`config.mk`:
```
export PLATFORM = sky130hd
export DESIGN_NAME = ps2_controller_decoder
export DESIGN_NICKNAME = d
export VERILOG_FILES = /design/src/rtl/ps2_pkg.sv /design/src/rtl/ps2_frame_rx.sv /design/src/rtl/ps2_controller_decoder.sv
export SDC_FILE = /design/constraint.sdc
export NUM_CORES = 1
export LEC_CHECK = 0
export CAP_MARGIN = 20
export CORE_MARGIN = 2
export CORE_UTILIZATION = 50
export DETAILED_ROUTE_END_ITERATION = 10
export MAX_ROUTING_LAYER = met4
export PLACE_DENSITY = 0.84
export SYNTH_ARGS = -nofsm -noshare
export SYNTH_HDL_FRONTEND = slang
export SYNTH_SLANG_ARGS = --single-unit
```
`constraint.sdc`:
```
create_clock -name clock -period 2.28 [get_ports clock]
set_clock_uncertainty 0.05 [all_clocks]
set_input_delay 0.228 -clock clock [delete_from_list [all_inputs] [get_ports clock]]
set_output_delay 0.228 -clock clock [all_outputs]
set_load 0.05 [all_outputs]
```
`src/rtl/ps2_pkg.sv`:
```
// Shared types and constants for the PS/2 keyboard controller decoder.
// Latency: none (declarations and a combinational lookup function only).
// Backpressure: none; the PS/2 link cannot be stalled.
package ps2_pkg;

  typedef enum logic [1:0] {
    ST_IDLE,
    ST_DATA,
    ST_PARITY,
    ST_STOP
  } frame_state_t;

  localparam logic [7:0] SC_EXT = 8'hE0;
  localparam logic [7:0] SC_BRK = 8'hF0;

  // Controller bit positions, shared by c1 and c2.
  localparam logic [3:0] BTN_UP      = 4'd0;
  localparam logic [3:0] BTN_DOWN    = 4'd1;
  localparam logic [3:0] BTN_LEFT    = 4'd2;
  localparam logic [3:0] BTN_RIGHT   = 4'd3;
  localparam logic [3:0] BTN_PUNCH   = 4'd4;
  localparam logic [3:0] BTN_KICK    = 4'd5;
  localparam logic [3:0] BTN_BLOCK   = 4'd6;
  localparam logic [3:0] BTN_JUMP    = 4'd7;
  localparam logic [3:0] BTN_SPECIAL = 4'd8;
  localparam logic [3:0] BTN_START   = 4'd9;

  // Key codes are {ext, scancode}: bit 8 set means the E0 prefix preceded it.
  localparam logic [8:0] KEY_P1_UP      = 9'h01D;  // W
  localparam logic [8:0] KEY_P1_DOWN    = 9'h01B;  // S
  localparam logic [8:0] KEY_P1_LEFT    = 9'h01C;  // A
  localparam logic [8:0] KEY_P1_RIGHT   = 9'h023;  // D
  localparam logic [8:0] KEY_P1_PUNCH   = 9'h02B;  // F
  localparam logic [8:0] KEY_P1_KICK    = 9'h034;  // G
  localparam logic [8:0] KEY_P1_BLOCK   = 9'h033;  // H
  localparam logic [8:0] KEY_P1_JUMP    = 9'h029;  // space
  localparam logic [8:0] KEY_P1_SPECIAL = 9'h02D;  // R
  localparam logic [8:0] KEY_P1_START   = 9'h05A;  // enter
  localparam logic [8:0] KEY_P2_UP      = 9'h175;  // arrow up
  localparam logic [8:0] KEY_P2_DOWN    = 9'h172;  // arrow down
  localparam logic [8:0] KEY_P2_LEFT    = 9'h16B;  // arrow left
  localparam logic [8:0] KEY_P2_RIGHT   = 9'h174;  // arrow right
  localparam logic [8:0] KEY_P2_PUNCH   = 9'h069;  // keypad 1
  localparam logic [8:0] KEY_P2_KICK    = 9'h072;  // keypad 2
  localparam logic [8:0] KEY_P2_BLOCK   = 9'h07A;  // keypad 3
  localparam logic [8:0] KEY_P2_JUMP    = 9'h070;  // keypad 0
  localparam logic [8:0] KEY_P2_SPECIAL = 9'h071;  // keypad .
  localparam logic [8:0] KEY_P2_START   = 9'h15A;  // keypad enter

  typedef struct packed {
    logic       hit;
    logic       p2;
    logic [3:0] idx;
  } key_hit_t;

  function automatic key_hit_t key_lookup(input logic [8:0] code);
    key_hit_t r;
    r = '0;
    case (code)
      KEY_P1_UP:      r = '{1'b1, 1'b0, BTN_UP};
      KEY_P1_DOWN:    r = '{1'b1, 1'b0, BTN_DOWN};
      KEY_P1_LEFT:    r = '{1'b1, 1'b0, BTN_LEFT};
      KEY_P1_RIGHT:   r = '{1'b1, 1'b0, BTN_RIGHT};
      KEY_P1_PUNCH:   r = '{1'b1, 1'b0, BTN_PUNCH};
      KEY_P1_KICK:    r = '{1'b1, 1'b0, BTN_KICK};
      KEY_P1_BLOCK:   r = '{1'b1, 1'b0, BTN_BLOCK};
      KEY_P1_JUMP:    r = '{1'b1, 1'b0, BTN_JUMP};
      KEY_P1_SPECIAL: r = '{1'b1, 1'b0, BTN_SPECIAL};
      KEY_P1_START:   r = '{1'b1, 1'b0, BTN_START};
      KEY_P2_UP:      r = '{1'b1, 1'b1, BTN_UP};
      KEY_P2_DOWN:    r = '{1'b1, 1'b1, BTN_DOWN};
      KEY_P2_LEFT:    r = '{1'b1, 1'b1, BTN_LEFT};
      KEY_P2_RIGHT:   r = '{1'b1, 1'b1, BTN_RIGHT};
      KEY_P2_PUNCH:   r = '{1'b1, 1'b1, BTN_PUNCH};
      KEY_P2_KICK:    r = '{1'b1, 1'b1, BTN_KICK};
      KEY_P2_BLOCK:   r = '{1'b1, 1'b1, BTN_BLOCK};
      KEY_P2_JUMP:    r = '{1'b1, 1'b1, BTN_JUMP};
      KEY_P2_SPECIAL: r = '{1'b1, 1'b1, BTN_SPECIAL};
      KEY_P2_START:   r = '{1'b1, 1'b1, BTN_START};
      default:        r = '0;
    endcase
    return r;
  endfunction

endpackage

```
`src/rtl/ps2_frame_rx.sv`:
```
// PS/2 frame receiver: sync, clock glitch filter, 11-bit frame FSM, watchdog.
// Latency: fall 2+FILTER_LEN cycles after pin edge; byte_valid/frame_err 1 cycle after stop fall.
// Backpressure: none; bytes are single-cycle pulses. PS2_PARITY_CHECK_EN enables odd parity check.
module ps2_frame_rx
  import ps2_pkg::*;
#(
  parameter int FILTER_LEN     = 8,
  parameter int TIMEOUT_CYCLES = 108000
) (
  input  logic       clock,
  input  logic       reset,
  input  logic       ps2_clk,
  input  logic       ps2_dat,
  output logic [7:0] byte_out,
  output logic       byte_valid,
  output logic       frame_err
);

  localparam int FW = $clog2(FILTER_LEN + 1);
  localparam int WW = $clog2(TIMEOUT_CYCLES + 1);

  logic          clk_s1, clk_s2, dat_s1, dat_s2;
  logic          clk_filt, fall;
  logic [FW-1:0] flt_cnt;
  frame_state_t  state, state_n;
  logic [2:0]    bit_cnt;
  logic [7:0]    shreg;
  logic [WW-1:0] wd_cnt;
  logic          accept, err, timeout, par_ok;
`ifdef PS2_PARITY_CHECK_EN
  logic          par_bit;
`endif

  // Two-flop synchronizers; lines idle high so reset to 1.
  always_ff @(posedge clock or posedge reset) begin
    if (reset) begin
      clk_s1 <= 1'b1;
      clk_s2 <= 1'b1;
      dat_s1 <= 1'b1;
      dat_s2 <= 1'b1;
    end else begin
      clk_s1 <= ps2_clk;
      clk_s2 <= clk_s1;
      dat_s1 <= ps2_dat;
      dat_s2 <= dat_s1;
    end
  end

  // Accept a new clock level only after FILTER_LEN consecutive differing samples.
  always_ff @(posedge clock or posedge reset) begin
    if (reset) begin
      clk_filt <= 1'b1;
      flt_cnt  <= '0;
      fall     <= 1'b0;
    end else begin
      fall <= 1'b0;
      if (clk_s2 == clk_filt) begin
        flt_cnt <= '0;
      end else if (flt_cnt == FW'(FILTER_LEN - 1)) begin
        clk_filt <= clk_s2;
        flt_cnt  <= '0;
        fall     <= clk_filt & ~clk_s2;
      end else begin
        flt_cnt <= flt_cnt + FW'(1);
      end
    end
  end

`ifdef PS2_PARITY_CHECK_EN
  assign par_ok = ^{shreg, par_bit};
`else
  assign par_ok = 1'b1;
`endif

  // wd_cnt is the number of cycles since the last fall strobe, so the error
  // pulse lands exactly TIMEOUT_CYCLES after it. A coinciding fall wins.
  assign timeout = (state != ST_IDLE) && !fall && (wd_cnt == WW'(TIMEOUT_CYCLES - 1));

  // Frame FSM next state and accept/error decisions.
  always_comb begin
    state_n = state;
    accept  = 1'b0;
    err     = 1'b0;
    if (timeout) begin
      state_n = ST_IDLE;
      err     = 1'b1;
    end else if (fall) begin
      case (state)
        ST_IDLE: begin
          if (dat_s2) err = 1'b1;
          else        state_n = ST_DATA;
        end
        ST_DATA: begin
          if (bit_cnt == 3'd7) state_n = ST_PARITY;
        end
        ST_PARITY: state_n = ST_STOP;
        ST_STOP: begin
          if (dat_s2 && par_ok) accept = 1'b1;
          else                  err    = 1'b1;
          state_n = ST_IDLE;
        end
        default: state_n = ST_IDLE;
      endcase
    end
  end

  // Frame FSM state register.
  always_ff @(posedge clock or posedge reset) begin
    if (reset) state <= ST_IDLE;
    else       state <= state_n;
  end

  // Shift register, bit counter, watchdog and output pulses.
  always_ff @(posedge clock or posedge reset) begin
    if (reset) begin
      shreg      <= '0;
      bit_cnt    <= '0;
      wd_cnt     <= '0;
      byte_out   <= '0;
      byte_valid <= 1'b0;
      frame_err  <= 1'b0;
`ifdef PS2_PARITY_CHECK_EN
      par_bit    <= 1'b0;
`endif
    end else begin
      byte_valid <= accept;
      frame_err  <= err;
      if (accept) byte_out <= shreg;

      if (timeout) begin
        shreg <= '0;
      end else if (fall) begin
        case (state)
          ST_IDLE: bit_cnt <= '0;
          ST_DATA: begin
            shreg   <= {dat_s2, shreg[7:1]};
            bit_cnt <= bit_cnt + 3'd1;
          end
`ifdef PS2_PARITY_CHECK_EN
          ST_PARITY: par_bit <= dat_s2;
`endif
          default: ;
        endcase
      end

      if (fall)                             wd_cnt <= WW'(1);
      else if (state != ST_IDLE && !timeout) wd_cnt <= wd_cnt + WW'(1);
      else                                  wd_cnt <= '0;
    end
  end

endmodule

```
`src/rtl/ps2_controller_decoder.sv`:
```
// PS/2 keyboard to two 10-bit held-button vectors (c1 player 1, c2 player 2).
// Latency: byte_valid 1 cycle, c1/c2 2 cycles after the stop-bit fall strobe.
// Backpressure: none; every accepted byte is decoded immediately. PS2_PARITY_CHECK_EN passes to the receiver.
module ps2_controller_decoder
  import ps2_pkg::*;
#(
  parameter int FILTER_LEN     = 8,
  parameter int TIMEOUT_CYCLES = 108000
) (
  input  logic       clock,
  input  logic       reset,
  input  logic       ps2_clk,
  input  logic       ps2_dat,
  output logic [9:0] c1,
  output logic [9:0] c2,
  output logic [7:0] byte_out,
  output logic       byte_valid,
  output logic       frame_err
);

  logic     ext, brk;
  key_hit_t key;

  ps2_frame_rx #(
    .FILTER_LEN     (FILTER_LEN),
    .TIMEOUT_CYCLES (TIMEOUT_CYCLES)
  ) u_rx (
    .clock      (clock),
    .reset      (reset),
    .ps2_clk    (ps2_clk),
    .ps2_dat    (ps2_dat),
    .byte_out   (byte_out),
    .byte_valid (byte_valid),
    .frame_err  (frame_err)
  );

  assign key = key_lookup({ext, byte_out});

  // Prefix tracking and level-held button updates; repeats of a make are idempotent.
  always_ff @(posedge clock or posedge reset) begin
    if (reset) begin
      ext <= 1'b0;
      brk <= 1'b0;
      c1  <= '0;
      c2  <= '0;
    end else if (frame_err) begin
      ext <= 1'b0;
      brk <= 1'b0;
    end else if (byte_valid) begin
      if (byte_out == SC_EXT) begin
        ext <= 1'b1;
      end else if (byte_out == SC_BRK) begin
        brk <= 1'b1;
      end else begin
        ext <= 1'b0;
        brk <= 1'b0;
        if (key.hit) begin
          if (key.p2) c2[key.idx] <= ~brk;
          else        c1[key.idx] <= ~brk;
        end
      end
    end
  end

endmodule

```
=== After elaboration in Yosys (flattened, before gate mapping) ===
Index checks and enable logic that the tools add are counted.

* Output and inout bits: 30
* Flip-flop bits (word level): 72
* Word-level logic and storage cells: 121

* Reductions and logical operators: 20
* Add/sub/neg operators: 3
* Bitwise operators: 9
* Eq/ne operators: 33
* Mux-type cells: 36
* Magnitude comparators: 2

{| class="wikitable"
|+ Operators by type and width
! operator !! number
|-
| case mux 6 bit (20 select lines) || 1
|-
| equality test 9 x 6 -> 1 bit, second input constant || 6
|-
| equality test 9 x 7 -> 1 bit, second input constant || 6
|-
| equality test 9 bit, second input constant || 5
|-
| 2-to-1 mux 17 bit || 2
|-
| equality test 9 x 5 -> 1 bit, second input constant || 3
|-
| 2-to-1 mux 8 bit || 3
|-
| bitwise mux 10 bit || 2
|-
| 2-to-1 mux 1 bit || 18
|-
| adder 17 x 1 -> 17 bit, second input constant || 1
|-
| equality test 17 bit, second input constant || 1
|-
| equality test 8 bit, second input constant || 2
|-
| AND reduction 6 bit || 2
|-
| nonzero test 2 bit || 5
|-
| 2-to-1 mux 2 bit || 4
|-
| 2-to-1 mux 4 bit || 2
|-
| NOT 1 bit || 8
|-
| case mux 2 bit (4 select lines) || 1
|-
| AND reduction 2 bit || 4
|-
| case mux 3 bit (2 select lines) || 1
|-
| AND reduction 3 bit || 2
|-
| less-than comparator 4 x 5 -> 1 bit, second input constant || 1
|-
| adder 4 x 1 -> 4 bit, second input constant || 1
|-
| demux 1 bit (select 4 bit) || 1
|-
| 16 further kinds || 21
|}

=== Logic depth before layout (Yosys ltp) ===
Gate-level depths: netlist of the first run.

* Depth in word-level cells: 7
* Gate-level depth with buffers: 8
* Mapped depth without buffers: 7

=== Cells and area by module ===
A second synthesis of the first run with hierarchy kept.

* Cells, all modules: 386
* Area total of the unflattened synthesis: 3881.2 µm²

{| class="wikitable"
|+ By module, submodules not included
! module !! area an instance (µm²) !! times used !! sequential area each (µm²) !! cells an instance
|-
| ps2_frame_rx || 2275.9 || 1 || 1257.5 || 208
|-
| ps2_controller_decoder || 1605.3 || 1 || 550.5 || 178
|}

=== Worst setup path after synthesis of the first run ===
Ideal clock, no wire load.

* Path type: reg-to-reg
* From: register u_rx.byte_out[3]
* To: register c2[2]
* Arrival time: 2.254 ns
* Stages on the path, launching flop included: 8
* Period minus slack after synthesis: 2.383 ns
* Path slack: -0.103 ns
* Path buffers: 1
* Path through: dfrtp_1 buf_4 nor2_1 nand4_1 a21oi_1 or4_4 nor4_1 mux2i_1

* Cells in the longest elaborated chain, start to end: 7
* Elaborated cells between the ends (all ways): 32

{| class="wikitable"
|+ Ends and longest elaborated chain
! element !! RTL line !! text
|-
| start, declared || ps2_frame_rx.sv:14 || <nowiki>output logic [7:0] byte_out,</nowiki>
|-
| start signal, assigned || ps2_frame_rx.sv:128 || <nowiki>if (accept) byte_out <= shreg;</nowiki>
|-
| equality test 9 bit, or another cell as far along || ps2_pkg.sv:59 || <nowiki>case (code)</nowiki>
|-
| case mux 6 bit (20 select lines) || ps2_pkg.sv:59 ||
|-
| less-than comparator 4 x 5 -> 1 bit (implied by the code) / >= comparator 4 x 1 -> 1 bit (equally long branches) || ps2_controller_decoder.sv:58 || <nowiki>if (key.p2) c2[key.idx] <= ~brk;</nowiki>
|-
| logical AND 1 bit (implied by the code) || ps2_controller_decoder.sv:58 ||
|-
| 2-to-1 mux 1 bit (implied by the code) || ps2_controller_decoder.sv:58 ||
|-
| demux 1 bit (select 4 bit) || ps2_controller_decoder.sv:58 ||
|-
| bitwise mux 10 bit || ps2_controller_decoder.sv:58 ||
|-
| end signal, assigned by index || ps2_controller_decoder.sv:58 ||
|-
| end, declared || ps2_controller_decoder.sv:15 || <nowiki>output logic [9:0] c2,</nowiki>
|}

Several ways; a longest one is shown, not always the timed one.
A chain may end at the register's enable or synchronous reset.

=== Worst setup path in the final report of the first run ===
* From: register u_rx.byte_out[1]
* To: register c2[3]

The elaborated chain is that of the path after synthesis.

==> impl_metrics.toml, run 1 <==
[run_status]
status = "finished, violations left"
failed_checks = "negative setup slack"

[cts]
clk_latency_ns = 0.35
clock_path_buffers = 2
numCtsBuffers = 9
path_clk_slew_ns = 0.08
cts_max_level = 3
cts_root_buffer = "clkbuf_8"
cts_tree = "yes"
cts_sinks = 72
cts_hold_buf = 0

[synth]
yosys_warnings = 0
synth-seq-cells = 72
ys_async_sr_fraction_pct = 100
synth.avg_cell_area_um2 = 10.1
ys_types = 61
ys.flop_type = "dfrtp_1"
netlist_instances = 374
synth_edf_count = 0
syn_area_mm2 = 0.00378
syn-num-nets = 388
synth-seq-area-share_pct = 47.9

[floorplan]
start_util_pct = 51.8
die_w_um = 90.9
ios = 34
core_mm2 = 0.00729
dieArea_mm2 = 0.00826
die_h_um = 90.9
row_count = 31

[timing]
timing.fmax_mhz = 438
worst_slack_ns = -0.00147
hold_slack_ns = 0.208
slew_headroom_pct = 50.5
drv_slew = 0
min_period_ns = 2.28
worst_slew_pin_slew_ns = 0.737
rsz0062_at_grt = "yes"
fin_crit_sh_pct = 100
setup_violations = 1
hold_viol_final = 0

[placed_design]
place_hpwl_um = 5580
globalplace.congestion = 0.923
port-buffer-count = 33

[detailed_routing]
drtIter0Drc = 175
wl_per_cell_um = 15.7
ant_nets = 0
routed_wl_um = 8630
vias = 3160
drc = 0
first_pass_iters = 5
viasPerCell = 5.74

[pwr]
power_density_mw_per_mm2 = 609
clkPwrFrac_pct = 40.3
switching_share_pct = 25.4
peakVddDrop_mv = 0.522
leakage_nw = 2.09
share_comb_of_total_power_pct = 12.0
intPower_mw = 2.23
fin_total_pwr_mw = 2.98
power_switching_mw = 0.757
seqPwrFrac_pct = 47.7

[global_route]
grt.total_usage_pct = 20.8
antenna_found_initial = 0
overflow = 0
grt_max_degree = 73
grt_pass1_vias = 3063
grt_pass1_wl_um = 13800

[worst_setup_path]
worstPathMaxFanout = 13
r2r_setup_slack_ns = -0.001
worstPathArrival_ns = 2.50
cp-start-kind = "flop"
endpoint_kind = "flop"
cp_data_required_time_ns = 2.50
criticalPathCategory = "reg -> reg"

[final_layout]
fin_nets = 461
area_delta_synth_final_pct = 29.8
multi_input_area_mm2 = 0.00189
n_antenna_cell = 0
drive_gt1_share_pct = 25.4
fill_cells = 553
ff_latch_area_mm2 = 0.00182

[flow_run]
drv_cap = 0

[min_path]
hp-class = "in -> async"
power by group through the flow:
stage / sequential (mW) / combinational [mW] / clock [mW]
3_5_place_dp: 1.44 / 0.358 / 0
5_1_grt: 1.43 / 0.420 / 1.28
4_1_cts: 1.42 / 0.363 / 1.23
2_1_floorplan: 1.43 / 0.266 / 0
6_report: 1.42 / 0.358 / 1.20
3_3_place_gp: 1.44 / 0.343 / 0
cells in the mapped netlist, drive strengths merged, types with 3 or more instances:
cell    count  area share (%)
a21oi      18             2.4
a31oi       5            0.83
a32o        3            0.80
a41oi       3            0.70
and3        3            0.50
buf        13             2.1
clkbuf      7            0.70
dfrtp      67              44
dfstp       5             3.5
ha         10             3.3
inv        28             2.8
mux2        8             2.4
mux2i      12             3.2
nand2      23             2.3
nand2b      3            0.50
nand3      21             2.8
nand3b      3            0.60
nand4       8             1.3
nand4b      3            0.70
nor2       32             3.2
nor2b       7             1.2
nor3       10             1.7
nor3b       4            0.93
nor4        5            0.99
nor4b       4             1.3
nor4bb      6             1.6
o211ai      3            0.60
o21ai       9             1.2
o31ai       5            0.99
o41ai       5             1.4
xnor2       7             1.6
xor2       11             2.6
final cells by class:
cell class	instances	area share [%]
Clock inverter	5	2.17
Inverter	28	2.15
Clock buffer	11	2.68
Tap cell	99	2.53
Multi-Input combinational cell	254	38.7
Sequential cell	72	37.1
Timing Repair Buffer	82	14.7
per-stage QoR:
stage	utilization [%]	instance area (um^2)	instances	setup WS [ns]	TNS [ns]
finish	67.2	4900	551	-0.00147	-0.00147
global route	67.2	4900	551	-0.124	-0.627
CTS	63.5	4630	529	0.00312	0
detailed placement	59.5	4340	511	-0.211	-1.53
global placement	59.5	4340	511	-0.130	-0.623
floorplan	-	3780	374	0.0225	0
flip-flops by register name, indices dropped and copies added, names as in the netlist:
register / cells
u_rx.dat_s2: 1
u_rx.wd_cnt: 17
u_rx.clk_s1: 1
ext: 1
u_rx.state: 2
u_rx.dat_s1: 1
c1: 10
u_rx.fall: 1
u_rx.frame_err: 1
u_rx.clk_filt: 1
u_rx.shreg: 8
u_rx.byte_out: 8
u_rx.bit_cnt: 3
u_rx.clk_s2: 1
c2: 10
u_rx.flt_cnt: 4
u_rx.byte_valid: 1
brk: 1
metal layers:
metal	up-vias	wire length, um	global-route usage, %
met3	19	465	5.68
li1	1476	-	-
met2	104	4460	34.8
met5	-	0	-
met1	1561	3590	25.3
met4	0	115	4.55
worst max-delay path: stages (launching register included):
cell and delay [ns]:
dfrtp_1 0.39, buf_4 0.16, inv_1 0.07, or4b_1 0.56, nor3_4 0.22, nor4_4 0.15
nor4_1 0.39, mux2i_1 0.22
cells in the final DEF, fill, tap and decap left out, types with 10 or more instances in the layout:
cell and instances:
clkdlybuf4s50_1 33, mux2i_1 12, buf_4 44, ha_1 10, nand2_1 23, a21oi_1 18, inv_1 26, xor2_1 11
dfrtp_1 58, nand3_1 21, nor2_1 31
final timing paths:
kind | cells past startpoint | end | from
max | 7 | c2[3]$_DFFE_PP0P_ | u_rx.byte_out[1]$_DFFE_PP0P_
min | 3 | c2[5]$_DFFE_PP0P_ | reset
max reg2reg | 7 | c2[3]$_DFFE_PP0P_ | u_rx.byte_out[1]$_DFFE_PP0P_
min reg2reg | 0 | u_rx.dat_s2$_DFF_PP1_ | u_rx.dat_s1$_DFF_PP1_
max in group asynchronous | 3 | u_rx.dat_s1$_DFF_PP1_ | reset
min in group clock | 1 | u_rx.clk_s1$_DFF_PP1_ | ps2_clk
logic make-up after synthesis:
logic type	share of synthesized area (%)
AND/OR/NAND/NOR	22.0
flip-flops	47.9
AO/OA/AOI/OAI	11.5
buffers and inverters	5.53
multiplexers	5.57
XOR/XNOR	4.17
adder cells (fa/ha/maj)	3.31
timing repair:
| action | CTS | global route |
|---|---|---|
| pin swaps | 0 | 10 |
| buffers inserted | 2 | 22 |
| gates cloned | 0 | 0 |
| endpoints found under the hold margin | 0 | 0 |
| setup endpoints to repair | 17 | 35 |
| resized for setup | 9 | 25 |
Power figures use the tool's default switching activity.
==> run 2, diff against run 1 <==
CTS_CLUSTER_DIAMETER = 30   (was default)
==> results of run 2 <==
The final DEF is identical to that of run 1; final timing and power are the same.
==> run 3, diff against run 2 <==
HOLD_SLACK_MARGIN = 0.15   (was default)
==> results of run 3 <==
The final DEF is identical to that of run 1; final timing and power are the same.
